==> src/rtl/sr_latch_exerciser.sv <==
// sr_latch_exerciser: drives alternating set/reset pulses into an asynchronous
// SR latch and checks the held Q/Qbar after each pulse.
//
// Start handshake: start is a level request sampled only while IDLE. It is
// accepted on the edge where the FSM sits in IDLE and start=1. It is ignored
// while busy and during the DONE cycle. A start held high across DONE
// therefore begins the next run after exactly one IDLE cycle.
module sr_latch_exerciser #(
  parameter int SET_W    = 10,
  parameter int RST_W    = 5,
  parameter int GAP      = 4,
  parameter int NUM_ITER = 16,
  parameter int ERR_W    = 8
) (
  input  logic             clk,
  input  logic             rst_n,
  input  logic             start,
  output logic             set_o,
  output logic             reset_o,
  input  logic             q_i,
  input  logic             qbar_i,
  output logic             busy,
  output logic             done,
  output logic             pass,
  output logic [ERR_W-1:0] err_count,
  output logic [7:0]       iter_count
);

  typedef enum logic [2:0] {
    IDLE   = 3'd0,
    SET_P  = 3'd1,
    HOLD_S = 3'd2,
    RST_P  = 3'd3,
    HOLD_R = 3'd4,
    DONE   = 3'd5
  } state_t;

  // One phase counter serves every timed state, so it is sized for the longest.
  localparam int MAX_W = (SET_W > RST_W) ? ((SET_W > GAP) ? SET_W : GAP)
                                         : ((RST_W > GAP) ? RST_W : GAP);
  localparam int CNT_W = (MAX_W > 2) ? $clog2(MAX_W) : 1;

  localparam logic [CNT_W-1:0] SET_LAST   = CNT_W'(SET_W - 1);
  localparam logic [CNT_W-1:0] RST_LAST   = CNT_W'(RST_W - 1);
  localparam logic [CNT_W-1:0] GAP_LAST   = CNT_W'(GAP - 1);
  localparam logic [ERR_W-1:0] ERR_MAX    = '1;
  localparam logic [7:0]       ITER_TOTAL = 8'(NUM_ITER);

  state_t           state;
  state_t           state_nxt;
  logic [CNT_W-1:0] cnt;
  logic [CNT_W-1:0] cnt_nxt;
  logic [ERR_W-1:0] err_nxt;
  logic [ERR_W-1:0] err_inc;
  logic [7:0]       iter_nxt;
  logic             pass_nxt;

  logic q_s1;
  logic q_s2;
  logic qbar_s1;
  logic qbar_s2;
  logic set_ok;
  logic rst_ok;

  // Two-flop synchronizers for the latch outputs, which are asynchronous to clk.
  always_ff @(posedge clk or negedge rst_n) begin
    if (!rst_n) begin
      q_s1    <= 1'b0;
      q_s2    <= 1'b0;
      qbar_s1 <= 1'b0;
      qbar_s2 <= 1'b0;
    end else begin
      q_s1    <= q_i;
      q_s2    <= q_s1;
      qbar_s1 <= qbar_i;
      qbar_s2 <= qbar_s1;
    end
  end

  // q==qbar (illegal or metastable) fails both checks; each check adds at most one.
  assign set_ok  = q_s2 & ~qbar_s2;
  assign rst_ok  = ~q_s2 & qbar_s2;
  assign err_inc = (err_count == ERR_MAX) ? err_count : err_count + ERR_W'(1);

  // Next-state, phase timing, error and iteration bookkeeping.
  always_comb begin
    state_nxt = state;
    cnt_nxt   = cnt;
    err_nxt   = err_count;
    iter_nxt  = iter_count;
    pass_nxt  = pass;
    case (state)
      IDLE: begin
        if (start) begin
          state_nxt = SET_P;
          cnt_nxt   = '0;
          err_nxt   = '0;
          iter_nxt  = '0;
          pass_nxt  = 1'b0;
        end
      end
      SET_P: begin
        if (cnt == SET_LAST) begin
          state_nxt = HOLD_S;
          cnt_nxt   = '0;
        end else begin
          cnt_nxt = cnt + CNT_W'(1);
        end
      end
      HOLD_S: begin
        if (cnt == GAP_LAST) begin
          state_nxt = RST_P;
          cnt_nxt   = '0;
          if (!set_ok) err_nxt = err_inc;
        end else begin
          cnt_nxt = cnt + CNT_W'(1);
        end
      end
      RST_P: begin
        if (cnt == RST_LAST) begin
          state_nxt = HOLD_R;
          cnt_nxt   = '0;
        end else begin
          cnt_nxt = cnt + CNT_W'(1);
        end
      end
      HOLD_R: begin
        if (cnt == GAP_LAST) begin
          cnt_nxt  = '0;
          if (!rst_ok) err_nxt = err_inc;
          iter_nxt  = iter_count + 8'd1;
          state_nxt = (iter_nxt == ITER_TOTAL) ? DONE : SET_P;
        end else begin
          cnt_nxt = cnt + CNT_W'(1);
        end
      end
      DONE:    state_nxt = IDLE;
      default: state_nxt = IDLE;
    endcase
    // The verdict includes any mismatch found by the final reset check.
    if (state_nxt == DONE) pass_nxt = (err_nxt == '0);
  end

  // State and registered outputs; drives decode from the next state so they
  // are flop outputs aligned with their state and can never overlap.
  always_ff @(posedge clk or negedge rst_n) begin
    if (!rst_n) begin
      state      <= IDLE;
      cnt        <= '0;
      err_count  <= '0;
      iter_count <= '0;
      pass       <= 1'b0;
      set_o      <= 1'b0;
      reset_o    <= 1'b0;
      busy       <= 1'b0;
      done       <= 1'b0;
    end else begin
      state      <= state_nxt;
      cnt        <= cnt_nxt;
      err_count  <= err_nxt;
      iter_count <= iter_nxt;
      pass       <= pass_nxt;
      set_o      <= (state_nxt == SET_P);
      reset_o    <= (state_nxt == RST_P);
      busy       <= (state_nxt == SET_P) || (state_nxt == HOLD_S) ||
                    (state_nxt == RST_P) || (state_nxt == HOLD_R);
      done       <= (state_nxt == DONE);
    end
  end

endmodule
==> config.mk <==
export PLATFORM = sky130hd
export DESIGN_NAME = sr_latch_exerciser
export DESIGN_NICKNAME = d
export VERILOG_FILES = /design/src/rtl/sr_latch_exerciser.sv
export SDC_FILE = /design/constraint.sdc
export NUM_CORES = 1
export LEC_CHECK = 0
export CAP_MARGIN = 15
export CORE_ASPECT_RATIO = 0.75
export CORE_MARGIN = 4
export CORE_UTILIZATION = 51
export DETAILED_ROUTE_END_ITERATION = 6
export MAX_ROUTING_LAYER = met4
export PLACE_DENSITY = 0.84
export RECOVER_POWER = 25
export SLEW_MARGIN = 0
export SYNTH_ARGS = -nofsm -noshare
export SYNTH_HDL_FRONTEND = slang
export SYNTH_SLANG_ARGS = --single-unit
==> constraint.sdc <==
create_clock -name clk -period 3.66 [get_ports clk]
set_clock_uncertainty 0.2 [all_clocks]
set_input_delay 0.732 -clock clk [delete_from_list [all_inputs] [get_ports clk]]
set_output_delay 0.732 -clock clk [all_outputs]
set_load 0.005 [all_outputs]
==> results.py <==
metrics = {
    "logic_synthesis": {
        "synth_area_per_cell_sq_um": 9.24,
        "ys.flop_type": "dfrtp_1",
        "syn_inst": 205,
        "netlist_area_sq_um": 1890,
        "async_flop_share_pct": 100,
        "synth_area_leaders": "dfrtp_1, o21ai_0, ha_1",
        "ys_ff_latch": 32,
        "synth.largest_area_cell": "dfrtp_1",
        "syn-num-nets": 216,
        "yosys_warnings": 0,
        "synth.distinct_cells": 55,
        "yosys.area.top_type_share_pct": 42.3,
        "synth-edff-count": 0,
        "synth_seq_area_share_pct": 42.3,
    },
    "detailed_routing": {
        "drt_iter0_drc": 217,
        "viasPerCell": 5.93,
        "firstDrtPassIters": 4,
        "vias": 1655,
        "drt-wirelength-per-cell_um": 15.9,
        "drc_errors": 0,
        "drt_wl_total_um": 4440,
        "detail-route-antenna-nets": 0,
    },
    "floorplan": {
        "core_sq_um": 3420,
        "die_w_um": 78.4,
        "io_pins": 26,
        "num_rows": 18,
        "die_h_um": 60.8,
        "dieArea_sq_um": 4760,
        "start_util_pct": 55.3,
    },
    "clocking": {
        "cts_tree": "done",
        "htreeDepth": 2,
        "path_clk_slew_ns": 0.06,
        "clock_sinks": 32,
        "cts_hold_buffers": 0,
        "clockBufferDepth": 2,
        "ctsResizeCount": 0,
        "ctsRootBufferMaster": "clkbuf_8",
        "clock_latency_ns": 0.28,
        "postCtsSetupBuffers": 0,
        "cts_buffers": 5,
    },
    "power_and_ir_drop": {
        "leakage_nw": 0.933,
        "finalPower_mw": 1.36,
        "power-per-cell-area_nw_per_um2": 606,
        "switchingPower_mw": 0.525,
        "pwr-share-comb_pct": 38.1,
        "clockPowerShare_pct": 20.0,
        "p_int_mw": 0.838,
        "peakVddDrop_mv": 0.365,
        "p_seq_share_pct": 42.0,
        "sw_frac_of_total_pct": 38.5,
    },
    "timing": {
        "hold_violations": 0,
        "setup_violations": 0,
        "period_needed_ns": 3.12,
        "timing.final.ws_setup_ns": 0.536,
        "fmax_ghz": 0.320,
        "slew_headroom_pct": -12.1,
        "tightest_slew_ns": 1.68,
        "rsz0062_at_grt": "false",
        "tns_ns": 0,
        "hold_ws_ns": 0.152,
        "timing.final.crit_share_pct": 85.3,
        "final_max_slew_viol_count": 33,
    },
    "global_route": {
        "grt_pass1_wl_um": 7530,
        "grt_pass1_vias": 1516,
        "grt_util_all_layers_pct": 21.3,
        "grt_max_degree": 33,
        "grt.overflow.total": 0,
        "antenna_found_initial": 0,
    },
    "flow_run": {
        "drv_cap": 1,
    },
    "cells_and_area": {
        "final_net_count": 239,
        "drive_gt1_share_pct": 6.55,
        "area_growth_pct": 18.7,
        "fillers": 282,
        "diodes": 0,
        "final_cell_area_sq_um": 2250,
    },
    "status": {
        "status": "finished with violations",
        "violations": "capacitance limit, slew limit",
    },
    "setup_path": {
        "required_ns": 3.66,
        "crit_arrival_ns": 3.12,
        "r2r_slack_ns": 0.54,
        "worst_setup_path_end_kind": "flip-flop",
        "startpoint_type": "flip-flop",
        "cp_max_fo": 10,
        "worstSetupPathType": "reg -> reg",
    },
    "placed_design": {
        "post-place-ws_ns": 0.624,
        "hpwl_um": 3260,
        "place_area_sq_um": 2160,
        "port_buffers": 25,
        "gp_congestion": 0.966,
    },
    "worst_hold_path": {
        "min_path_type": "reg -> reg",
    },
}
==> final timing paths <==
path,startpoint,to,cells past startpoint
worst min-delay path,qbar_s1$_DFF_PN0_,qbar_s2$_DFF_PN0_,0
worst min register to register,qbar_s1$_DFF_PN0_,qbar_s2$_DFF_PN0_,0
max in group asynchronous,rst_n,err_count[5]$_DFF_PN0_,2
worst max-delay path,cnt[1]$_DFFE_PN0P_,pass$_DFFE_PN0P_,7
worst max register to register,cnt[1]$_DFFE_PN0P_,pass$_DFFE_PN0P_,7
min in group asynchronous,rst_n,iter_count[6]$_DFFE_PN0P_,2
==> registers in the layout, summed over array words and instances, names as in the netlist <==
register	flops
cnt	4
state	3
reset_o	1
busy	1
q_s2	1
q_s1	1
set_o	1
qbar_s1	1
pass	1
done	1
iter_count	8
qbar_s2	1
err_count	8
==> through the flow <==
stage,cells,utilization [%]
after floorplan,205,-
after global placement,271,63.1
after detailed placement,271,63.1
after CTS,279,65.8
after global routing,279,65.7
final,279,65.7
==> power groups by stage <==
| stage | Clock [mW] | Sequential, mW | Combinational (mW) |
|---|---|---|---|
| 2_1_floorplan | 0 | 0.516 | 0.375 |
| 3_5_place_dp | 0 | 0.573 | 0.510 |
| 4_1_cts | 0.277 | 0.567 | 0.518 |
| 6_report | 0.272 | 0.572 | 0.519 |
| 3_3_place_gp | 0 | 0.569 | 0.500 |
| 5_1_grt | 0.295 | 0.593 | 0.581 |
==> worst max-delay path: stages, from the launching register on <==
cell and delay, ns:
dfrtp_1 0.40, ha_1 0.25, nor3b_2 0.48, nand2_1 0.33
or4_1 0.50, or3_1 0.32, or4_1 0.42, o21ai_1 0.16
==> placed cells by master (no fill, tap or decap), types with 2 or more instances in the layout <==
cell type        count
clkbuf_8             6
xnor2_1              2
dlygate4sd3_1        3
nor4_1               4
nor2_1              11
o22ai_1              2
or3_1                3
o31ai_1              6
clkinv_2             2
nor2b_1              4
a21oi_1             11
and2_1               4
nand2b_1             4
o21ai_0             16
ha_1                 6
and4b_1              2
inv_1                9
or4_1                2
dfrtp_1             32
a21o_1               2
nand2_1             17
and3_1               5
clkdlybuf4s50_1     22
nand4_1              5
nand3_1             10
or3b_2               2
a31oi_1              7
==> synthesized netlist by cell type, types with 5 or more instances <==
| library cell | count |
|---|---|
| a31oi_1 | 7 |
| clkbuf_1 | 6 |
| a21oi_1 | 11 |
| and3_1 | 5 |
| nand2_1 | 17 |
| dfrtp_1 | 32 |
| inv_1 | 9 |
| ha_1 | 6 |
| nand3_1 | 10 |
| o21ai_0 | 16 |
| o31ai_1 | 6 |
| nor2_1 | 11 |
| nand4_1 | 5 |
==> layer usage <==
| layer | up-vias | track usage [%] | share of wire (%) |
|---|---|---|---|
| li1 | 811 | - | - |
| met1 | 787 | 30.6 | 48 |
| met5 | - | - | 0 |
| met2 | 51 | 29.0 | 44 |
| met3 | 6 | 5.34 | 6.6 |
| met4 | 0 | 7.48 | 1.3 |
==> cell families (layout without fill, tap and decap cells) <==
kind of cell,after synthesis,count (layout),synth area share (%)
flops,32,32,42.3
mux,2,2,1.12
fa+ha+maj,6,6,3.96
xor+xnor,3,3,1.39
simple gates,83,83,25.5
compound gates,60,60,21.1
buf+inv,19,43,4.69
==> area by class of cell <==
cell class              count  area (sq um)  area share, %
inverters                   9          33.8           1.50
repair buffers             26           254           11.3
flip-flops and latches     32           801           35.6
multi-input cells         154          1000           44.7
clock buffers               6          82.6           3.67
clock inverters             2          10.0          0.445
well taps                  50          62.6           2.78
Power figures use the tool's default switching activity.
